### src/rtl/square_wave_meter_pkg.sv
// Shared FSM encoding and default parameter values for the square-wave meter.
package square_wave_meter_pkg;

  typedef enum logic [2:0] {
    ST_IDLE  = 3'd0,
    ST_ARM   = 3'd1,
    ST_GATE  = 3'd2,
    ST_CLOSE = 3'd3,
    ST_DONE  = 3'd4
  } meas_state_e;

  localparam int DEF_N_CH           = 2;
  localparam int DEF_CNT_W          = 32;
  localparam int DEF_GATE_CYCLES    = 50_000_000;
  localparam int DEF_TIMEOUT_CYCLES = 100_000_000;
  localparam int DEF_SYNC_STAGES    = 2;

  // Gate and timeout timer width; covers both default limits.
  localparam int TMR_W = 32;

endpackage

### src/rtl/square_wave_meas_ch.sv
// One reciprocal-counting channel: synchroniser, rising-edge detect, gate FSM,
// saturating period/reference/high-time counters and result registers.
module square_wave_meas_ch
  import square_wave_meter_pkg::*;
#(
  parameter int CNT_W          = DEF_CNT_W,
  parameter int GATE_CYCLES    = DEF_GATE_CYCLES,
  parameter int TIMEOUT_CYCLES = DEF_TIMEOUT_CYCLES,
  parameter int SYNC_STAGES    = DEF_SYNC_STAGES
) (
  input  logic             sys_clk,
  input  logic             sys_rst_n,
  input  logic             start,
  input  logic             cont_mode,
  input  logic             wave_in,
  output logic             busy,
  output logic             meas_valid,
  output logic [CNT_W-1:0] edge_cnt,
  output logic [CNT_W-1:0] ref_cnt,
  output logic [CNT_W-1:0] high_cnt,
  output logic             timeout_flag,
  output logic             ovf_flag
);

  localparam logic [TMR_W-1:0] GATE_LAST = TMR_W'(GATE_CYCLES - 1);
  localparam logic [TMR_W-1:0] TOUT_LAST = TMR_W'(TIMEOUT_CYCLES - 1);

  function automatic logic [CNT_W-1:0] sat_inc(input logic [CNT_W-1:0] v);
    return (&v) ? v : v + CNT_W'(1);
  endfunction

  logic [SYNC_STAGES-1:0] sync_r;
  logic                   prev_r;
  logic                   sync_s;
  logic                   rise_s;

  meas_state_e state_r, state_nx_s;
  logic        open_s, close_s, tout_s, tmr_clr_s, counting_s;
  logic        reopen_r;

  logic [TMR_W-1:0] tmr_r;
  logic [CNT_W-1:0] ref_r, high_r, edge_r;
  logic             ovf_r;

  logic             busy_r, valid_r, timeout_r, ovf_flag_r;
  logic [CNT_W-1:0] edge_cnt_r, ref_cnt_r, high_cnt_r;

  assign sync_s = sync_r[SYNC_STAGES-1];
  assign rise_s = sync_s & ~prev_r;

  // Input synchroniser plus the edge-detect history register
  always_ff @(posedge sys_clk or negedge sys_rst_n) begin
    if (!sys_rst_n) begin
      sync_r <= '0;
      prev_r <= 1'b0;
    end else begin
      sync_r <= {sync_r[SYNC_STAGES-2:0], wave_in};
      prev_r <= sync_s;
    end
  end

  // FSM state register
  always_ff @(posedge sys_clk or negedge sys_rst_n) begin
    if (!sys_rst_n) begin
      state_r  <= ST_IDLE;
      reopen_r <= 1'b0;
      busy_r   <= 1'b0;
    end else begin
      state_r  <= state_nx_s;
      reopen_r <= close_s & cont_mode;
      busy_r   <= (state_nx_s != ST_IDLE);
    end
  end

  // Next state; in continuous mode the closing edge reopens the gate at once
  always_comb begin
    state_nx_s = state_r;
    open_s     = 1'b0;
    close_s    = 1'b0;
    tout_s     = 1'b0;
    case (state_r)
      ST_IDLE: begin
        if (start) state_nx_s = ST_ARM;
        else       state_nx_s = ST_IDLE;
      end
      ST_ARM: begin
        if (rise_s) begin
          state_nx_s = ST_GATE;
          open_s     = 1'b1;
        end else if (tmr_r >= TOUT_LAST) begin
          state_nx_s = ST_DONE;
          tout_s     = 1'b1;
        end else begin
          state_nx_s = ST_ARM;
        end
      end
      ST_GATE: begin
        if (tmr_r >= GATE_LAST) state_nx_s = ST_CLOSE;
        else                    state_nx_s = ST_GATE;
      end
      ST_CLOSE: begin
        if (rise_s) begin
          state_nx_s = ST_DONE;
          close_s    = 1'b1;
          open_s     = cont_mode;
        end else if (tmr_r >= TOUT_LAST) begin
          state_nx_s = ST_DONE;
          tout_s     = 1'b1;
        end else begin
          state_nx_s = ST_CLOSE;
        end
      end
      ST_DONE: begin
        if (!cont_mode)    state_nx_s = ST_IDLE;
        else if (reopen_r) state_nx_s = ST_GATE;
        else               state_nx_s = ST_ARM;
      end
      default: state_nx_s = ST_IDLE;
    endcase
  end

  // Timer restarts on entry to the two waiting states and is held clear in IDLE
  always_comb begin
    tmr_clr_s  = (state_r == ST_IDLE) ||
                 ((state_nx_s != state_r) &&
                  ((state_nx_s == ST_ARM) || (state_nx_s == ST_CLOSE)));
    counting_s = (state_r == ST_GATE) || (state_r == ST_CLOSE) ||
                 ((state_r == ST_DONE) && reopen_r);
  end

  // Gate/timeout timer and the three running counters
  always_ff @(posedge sys_clk or negedge sys_rst_n) begin
    if (!sys_rst_n) begin
      tmr_r  <= '0;
      ref_r  <= '0;
      high_r <= '0;
      edge_r <= '0;
      ovf_r  <= 1'b0;
    end else if (open_s) begin
      // Opening cycle t0 is already counted: one reference cycle, input high.
      tmr_r  <= TMR_W'(1);
      ref_r  <= CNT_W'(1);
      high_r <= CNT_W'(1);
      edge_r <= '0;
      ovf_r  <= 1'b0;
    end else if (counting_s) begin
      ref_r  <= sat_inc(ref_r);
      high_r <= sync_s ? sat_inc(high_r) : high_r;
      edge_r <= rise_s ? sat_inc(edge_r) : edge_r;
      ovf_r  <= ovf_r | (&ref_r) | (sync_s & (&high_r)) | (rise_s & (&edge_r));
      tmr_r  <= tmr_clr_s ? '0 : tmr_r + TMR_W'(1);
    end else begin
      tmr_r  <= tmr_clr_s ? '0 : tmr_r + TMR_W'(1);
    end
  end

  // Result registers; the closing edge itself is added to the period count
  always_ff @(posedge sys_clk or negedge sys_rst_n) begin
    if (!sys_rst_n) begin
      valid_r    <= 1'b0;
      edge_cnt_r <= '0;
      ref_cnt_r  <= '0;
      high_cnt_r <= '0;
      timeout_r  <= 1'b0;
      ovf_flag_r <= 1'b0;
    end else if (close_s) begin
      valid_r    <= 1'b1;
      edge_cnt_r <= sat_inc(edge_r);
      ref_cnt_r  <= ref_r;
      high_cnt_r <= high_r;
      timeout_r  <= 1'b0;
      ovf_flag_r <= ovf_r | (&edge_r);
    end else if (tout_s) begin
      valid_r    <= 1'b1;
      edge_cnt_r <= '0;
      ref_cnt_r  <= '0;
      high_cnt_r <= '0;
      timeout_r  <= 1'b1;
      ovf_flag_r <= 1'b0;
    end else begin
      valid_r    <= 1'b0;
    end
  end

  assign busy         = busy_r;
  assign meas_valid   = valid_r;
  assign edge_cnt     = edge_cnt_r;
  assign ref_cnt      = ref_cnt_r;
  assign high_cnt     = high_cnt_r;
  assign timeout_flag = timeout_r;
  assign ovf_flag     = ovf_flag_r;

endmodule

### src/rtl/square_wave_meter.sv
// Multi-channel square-wave frequency/duty meter: N_CH independent channels
// with their results packed onto flat buses, channel k at [k*CNT_W +: CNT_W].
module square_wave_meter
  import square_wave_meter_pkg::*;
#(
  parameter int N_CH           = DEF_N_CH,
  parameter int CNT_W          = DEF_CNT_W,
  parameter int GATE_CYCLES    = DEF_GATE_CYCLES,
  parameter int TIMEOUT_CYCLES = DEF_TIMEOUT_CYCLES,
  parameter int SYNC_STAGES    = DEF_SYNC_STAGES
) (
  input  logic                  sys_clk,
  input  logic                  sys_rst_n,
  input  logic                  start,
  input  logic                  cont_mode,
  input  logic [N_CH-1:0]       wave_in,
  output logic [N_CH-1:0]       busy,
  output logic [N_CH-1:0]       meas_valid,
  output logic [N_CH*CNT_W-1:0] edge_cnt,
  output logic [N_CH*CNT_W-1:0] ref_cnt,
  output logic [N_CH*CNT_W-1:0] high_cnt,
  output logic [N_CH-1:0]       timeout_flag,
  output logic [N_CH-1:0]       ovf_flag
);

  for (genvar k = 0; k < N_CH; k++) begin : g_ch
    square_wave_meas_ch #(
      .CNT_W          (CNT_W),
      .GATE_CYCLES    (GATE_CYCLES),
      .TIMEOUT_CYCLES (TIMEOUT_CYCLES),
      .SYNC_STAGES    (SYNC_STAGES)
    ) u_ch (
      .sys_clk      (sys_clk),
      .sys_rst_n    (sys_rst_n),
      .start        (start),
      .cont_mode    (cont_mode),
      .wave_in      (wave_in[k]),
      .busy         (busy[k]),
      .meas_valid   (meas_valid[k]),
      .edge_cnt     (edge_cnt[k*CNT_W +: CNT_W]),
      .ref_cnt      (ref_cnt[k*CNT_W +: CNT_W]),
      .high_cnt     (high_cnt[k*CNT_W +: CNT_W]),
      .timeout_flag (timeout_flag[k]),
      .ovf_flag     (ovf_flag[k])
    );
  end

endmodule

### config.mk
export PLATFORM = sky130hd
export DESIGN_NAME = square_wave_meter
export DESIGN_NICKNAME = d
export VERILOG_FILES = /design/src/rtl/square_wave_meter_pkg.sv /design/src/rtl/square_wave_meas_ch.sv /design/src/rtl/square_wave_meter.sv
export SDC_FILE = /design/constraint.sdc
export NUM_CORES = 1
export LEC_CHECK = 0
export BUFFER_PORTS_ARGS = -buffer_cell sky130_fd_sc_hd__buf_2
export CORE_ASPECT_RATIO = 2
export CORE_MARGIN = 1
export CORE_UTILIZATION = 45
export CTS_BUF_LIST = sky130_fd_sc_hd__clkbuf_16
export DETAILED_ROUTE_END_ITERATION = 10
export PLACE_DENSITY_LB_ADDON = 0.3
export SETUP_SLACK_MARGIN = 0.5
export SLEW_MARGIN = 30
export SYNTH_ARGS = -nofsm -noshare
export SYNTH_HDL_FRONTEND = slang
export SYNTH_SLANG_ARGS = --single-unit
### constraint.sdc
create_clock -name sys_clk -period 2.5 [get_ports sys_clk]
set_input_delay 0.125 -clock sys_clk [delete_from_list [all_inputs] [get_ports sys_clk]]
set_output_delay 0.125 -clock sys_clk [all_outputs]
set_load 0.02 [all_outputs]
# After elaboration in Yosys (flattened, before gate mapping)
# Cells that the tools add are included.
dict set report op_classes {
  n_reduce_logical 38
  addsub 8
  n_eq_ne 18
  bitwise_logic 18
  order_cmp 4
  mux 81
}
# operator n
set op_table {}
lappend op_table {{32-bit two-way mux} 34}
lappend op_table {{32-bit by 1-bit adder with 32-bit output, second input constant} 8}
lappend op_table {{32-bit AND reduction} 6}
lappend op_table {{32-bit by 26-bit greater-or-equal comparator with 1-bit output, second input constant} 2}
lappend op_table {{32-bit by 27-bit greater-or-equal comparator with 1-bit output, second input constant} 2}
lappend op_table {{1-bit two-way mux} 31}
lappend op_table {{3-bit two-way mux} 10}
lappend op_table {{3-bit case mux with 5 select lines} 2}
lappend op_table {{3-bit by 2-bit == test with 1-bit output, second input constant} 6}
lappend op_table {{2-bit nonzero test} 8}
lappend op_table {{3-bit by 1-bit == test with 1-bit output, second input constant} 4}
lappend op_table {{1-bit bitwise AND} 8}
lappend op_table {{1-bit logical OR} 8}
lappend op_table {{2-bit by 1-bit != test with 1-bit output, second input constant} 4}
lappend op_table {{1-bit OR} 8}
lappend op_table {{2-bit AND reduction} 4}
lappend op_table {{3-bit == test, second input constant} 2}
lappend op_table {{3-bit logical NOT} 2}
lappend op_table {{3-bit != test} 2}
lappend op_table {{3-bit AND reduction} 2}
lappend op_table {{3-bit nonzero test} 2}
lappend op_table {{1-bit logical AND} 4}
lappend op_table {{2-bit two-way mux} 2}
lappend op_table {{1-bit case mux with 2 select lines} 2}
lappend op_table {{other kinds (2)} 4}
dict set report totals {
  elab_cells 199
  input_bits 6
  register_bits 472
}

# Longest topological paths before layout
dict set report logic_depth {
  depth_word 10
  mapped_depth 9
}

# By module
# A second synthesis with hierarchy kept.
dict set report hier_totals {
  hier_cells 2194
  hier_area_um2 22322.7
}
# mod seq_area_each_um2 cells_each n_inst area_each_um2
set modules_own_cells {}
lappend modules_own_cells {{square_wave_meas_ch at g_ch[1].u_ch} 5905.7 1124 1 11184.5}
lappend modules_own_cells {{square_wave_meas_ch at g_ch[0].u_ch} 5905.7 1070 1 11138.2}

# Least setup slack after synthesis
# No wires, ideal clock.
dict set report synth_timing {
  path_kind {reg-to-reg}
  start {register g_ch[0].u_ch.ref_r[0]}
  end {register g_ch[0].u_ch.ref_r[19]}
  t_required_ns 2.368
  n_path_buf 1
  period_less_slack_ns 2.098
  slack_ns 0.402
  stages_incl_launch_ff 9
  t_arrival_ns 1.966
  path_cell_list {dfrtp_1 ha_1 and3_1 and3_1 buf_2 a31o_2 a2111oi_2 xnor2_1 nor2_1}
}
dict set report synth_via {
  elab_chain_len 4
  word_cells_on_any_way 7
}
# element line
set synth_lines {}
lappend synth_lines {{start: declaration} square_wave_meas_ch.sv:42} ;# logic [CNT_W-1:0] ref_r, high_r, edge_r;
lappend synth_lines {{start signal: assignment} square_wave_meas_ch.sv:147} ;# ref_r <= sat_inc(ref_r);
lappend synth_lines {{32-bit by 1-bit adder with 32-bit output} square_wave_meas_ch.sv:29} ;# return (&v) ? v : v + CNT_W'(1);
lappend synth_lines {{32-bit two-way mux} square_wave_meas_ch.sv:29}
lappend synth_lines {{32-bit two-way mux} square_wave_meas_ch.sv:146} ;# end else if (counting_s) begin
lappend synth_lines {{32-bit two-way mux} square_wave_meas_ch.sv:139} ;# end else if (open_s) begin
# Several ways; a longest one is shown, not always the timed one. The select of a mux whose other input is x is not followed.
# A chain may end at the register's enable or synchronous reset.

# Worst setup path after layout
dict set report layout_timing {
  start {register g_ch[1].u_ch.tmr_r[30]}
  end {register g_ch[1].u_ch.high_cnt_r[3]}
}
dict set report layout_via {
  elab_chain_len 5
}
# element line
set layout_lines {}
lappend layout_lines {{start: declaration} square_wave_meas_ch.sv:41} ;# logic [TMR_W-1:0] tmr_r;
lappend layout_lines {{start signal: assignment} square_wave_meas_ch.sv:151} ;# tmr_r <= tmr_clr_s ? '0 : tmr_r + TMR_W'(1);
lappend layout_lines {{start signal: assignment} square_wave_meas_ch.sv:153} ;# tmr_r <= tmr_clr_s ? '0 : tmr_r + TMR_W'(1);
lappend layout_lines {{32-bit by 27-bit greater-or-equal comparator with 1-bit output} {square_wave_meas_ch.sv:90, square_wave_meas_ch.sv:106}}
lappend layout_lines {{1-bit two-way mux} {square_wave_meas_ch.sv:90, square_wave_meas_ch.sv:106}}
lappend layout_lines {{1-bit two-way mux} square_wave_meas_ch.sv:87} ;# if (rise_s) begin
lappend layout_lines {{1-bit two-way mux} -}
lappend layout_lines {{2-bit nonzero test (no source line)} -}
lappend layout_lines {{end signal: assignment} square_wave_meas_ch.sv:170} ;# high_cnt_r <= high_r;
lappend layout_lines {{end: declaration} square_wave_meas_ch.sv:46} ;# logic [CNT_W-1:0] edge_cnt_r, ref_cnt_r, high_cnt_r;
# No other way between the ends.

==> flow_metrics.py <==
metrics = {
    "sta": {
        "drv_slew": 0,
        "rsz0062_at_grt": "yes",
        "tns_ps": 0,
        "fin_crit_ps": 2240,
        "finClkSkew_ps": 11.9,
        "worst_pin_slew_ps": 538,
        "hold_violations": 0,
        "fin_crit_sh": 0.895,
        "max_freq_mhz": 447,
        "slew_headroom": 0.642,
        "setup_violations": 0,
    },
    "die": {
        "ios": 206,
        "die_area_um2": 52000,
        "die_y_um": 321,
        "die_w_um": 162,
        "row_count": 116,
        "initial_utilization": 0.457,
        "core_um2": 50200,
    },
    "global_route": {
        "grt_pass1_vias": 20300,
        "grt_usage": 0.270,
        "grt_pass1_wl_um": 111000,
        "antenna_found_initial": 0,
        "grt_overflow_total": 0,
        "grt_max_degree": 79,
    },
    "synthesis": {
        "seq_area_frac_synth": 0.514,
        "yosysMostFrequentCell": "dfrtp_1",
        "synth_top_area_frac": 0.514,
        "ys_ff_latch": 472,
        "synth_common_cells": "dfrtp_1, nor2_1, nand2_1",
        "yosysTopAreaCell": "dfrtp_1",
        "synth_cell_type_count": 94,
        "syn_area_per_cell_um2": 10.1,
        "syn-num-nets": 2292,
        "syn_inst": 2278,
        "ys_warn_count": 0,
        "synth_edf_count": 0,
        "syn_area_um2": 23000,
        "postSynth.asyncResetShare": 1.00,
        "ys.flop_type": "dfrtp_1",
        "synth.area.top_cells": "dfrtp_1, a22o_1, xor2_1",
    },
    "detailed_routing": {
        "firstDrtPassIters": 7,
        "drt_iter0_markers": 1733,
        "drc": 0,
        "ant_nets": 0,
        "finalWirelength_um": 76600,
        "vias_per_cell": 6.10,
        "vias": 20800,
        "wl_per_cell_um": 22.4,
    },
    "power": {
        "leakage_nw": 13.7,
        "power.density_nw_per_um2": 845,
        "ir_drop_mv": 0.759,
    },
    "clock_tree": {
        "cts_made_buffers": 43,
        "clock_sinks": 472,
        "clk_path_buf_depth": 3,
        "cts_root_buf": "clkbuf_16",
        "cts_tree": "done",
        "clk_pin_slew_ps": 70,
        "cts.htree.levels": 2,
        "worstSkewPairLatency_ps": 570,
    },
    "critical_path": {
        "cp.required_ps": 3000,
        "crit_slowest_cell": "or4_4",
        "cp_max_fo": 6,
        "crit_arrival_ps": 2740,
        "worstSetupStartpointType": "register",
        "worstSetupPathType": "reg -> reg",
        "cpMostUsedCell": "buf_6",
        "critPathMaxStageDelay_ps": 540,
        "cp-end-kind": "register",
        "path_cells": "or4_4, a211oi_2, o221ai_2, o21ai_4, buf_6, buf_6, clkbuf_16, a22o_1",
    },
    "min_path": {
        "hold_path.class": "in -> reg",
    },
    "finish": {
        "finish.utilization": 0.624,
        "syn_to_final_growth_pct": 36.5,
        "drive_gt1_frac": 0.379,
        "nNetsFinal": 2743,
    },
    "placement": {
        "gp_congestion": 0.920,
        "io_buffers": 205,
        "place_hpwl_um": 45000,
    },
    "status": {
        "outcome": "complete, no violations",
    },
    "run": {
        "maxCapViolations": 0,
    },
}
-- power by group --
part / internal [mW] / switching, mW
registers: 9.46 / 1.94
clock network: 3.68 / 3.05
logic: 3.67 / 4.68
-- through the flow --
step / instances / cell area [um^2] / total power, mW / setup WS, ps / hold slack (ps)
floorplan: 2278 / 23000 / 15.0 / 474 / -171
global placement: 3091 / 25000 / 17.2 / 198 / 85.6
detailed placement: 3091 / 25000 / 17.4 / 98.7 / 87.8
CTS: 3280 / 28500 / 25.0 / 326 / 5.16
global route: 3410 / 31300 / 27.6 / 191 / 106
finish: 3411 / 31300 / 26.5 / 262 / 76.7
-- cells by family after synthesis --
kind of cell	synth area share
and+or+nand+nor	0.203
AOI/OAI and AO/OA	0.152
DFF	0.514
xor gates and xnor gates	0.0828
buffers and inverters	0.0386
muxes	0.00523
adders and majority gates	0.00436
-- sequential cells by signal, summed over array words and instances (netlist names) --
register / flops
g_ch.u_ch.high_cnt: 64
g_ch.u_ch.edge_cnt: 64
g_ch.u_ch.reopen_r: 2
g_ch.u_ch.busy: 2
g_ch.u_ch.ref_cnt: 64
g_ch.u_ch.ovf_flag: 2
g_ch.u_ch.sync_r: 4
g_ch.u_ch.tmr_r: 64
g_ch.u_ch.high_r: 64
g_ch.u_ch.timeout_flag: 2
g_ch.u_ch.state_r: 6
g_ch.u_ch.ovf_r: 2
g_ch.u_ch.prev_r: 2
g_ch.u_ch.edge_r: 64
g_ch.u_ch.ref_r: 64
g_ch.u_ch.meas_valid: 2
-- critical path: cells and delay by family, from the launching register on --
| kind | cells | cell delay, ps |
|---|---|---|
| AO/OA/AOI/OAI | 4 | 810 |
| AND/OR/NAND/NOR | 1 | 540 |
| buffers and inverters | 3 | 410 |
| flip-flops | 1 | 390 |
-- routing by layer --
| layer | vias to the layer above | part of all wire | GRT usage |
|---|---|---|---|
| met3 | 316 | 0.061 | 0.0435 |
| met1 | 10400 | 0.34 | 0.287 |
| met5 | - | 0 | 0 |
| li1 | 9152 | - | - |
| met2 | 959 | 0.53 | 0.499 |
| met4 | 0 | 0.068 | 0.154 |
-- cell type report --
| cell class | instances | area [um^2] |
|---|---|---|
| sequential | 472 | 11900 |
| fill | 3836 | 18900 |
| clock buffer | 45 | 1130 |
| antenna | 1 | 2.50 |
| timing repair buffer | 539 | 4700 |
| inverter | 36 | 135 |
| clock inverter | 32 | 254 |
| tap | 649 | 812 |
| multi-input combinational | 1637 | 12400 |
-- path summary, 6_finish.rpt --
check / cells after the start / endpoint / from / slack, ps
max: 8 / g_ch[1].u_ch.high_cnt[3]$_DFFE_PN0P_ / g_ch[1].u_ch.tmr_r[30]$_DFF_PN0_ / 260
min: 3 / g_ch[1].u_ch.busy$_DFF_PN0_ / cont_mode / 80
max reg2reg: 8 / g_ch[1].u_ch.high_cnt[3]$_DFFE_PN0P_ / g_ch[1].u_ch.tmr_r[30]$_DFF_PN0_ / 260
min reg2reg: 0 / g_ch[1].u_ch.sync_r[1]$_DFF_PN0_ / g_ch[1].u_ch.sync_r[0]$_DFF_PN0_ / 350
max in group asynchronous: 3 / g_ch[0].u_ch.edge_r[19]$_DFFE_PN0P_ / sys_rst_n / 1460
min in group asynchronous: 2 / g_ch[1].u_ch.edge_cnt[18]$_DFFE_PN0P_ / sys_rst_n / 90
-- cell usage in the layout, fill, tap and decap left out, drive strengths merged, types with 15 or more instances in the layout --
cell type / count
buf: 522
dfrtp: 472
nor2: 232
nand2: 212
o21ai: 176
a22o: 122
xor2: 117
nand3: 112
xnor2: 100
nand4: 80
and3: 64
a21oi: 63
clkbuf: 57
inv: 43
and4: 41
nor3: 33
a31oi: 32
or3: 30
o31ai: 25
nor4: 23
clkinv: 18
and2: 15
-- timing repair --
item	in CTS	in global routing
gates cloned	23	19
buffers inserted	86	111
resized for setup	228	458
hold buffers	3	0
pin swaps	76	248
hold endpoints to repair	290	0
setup endpoints to repair	431	428
Note: power is estimated with default switching activity, not from simulation.
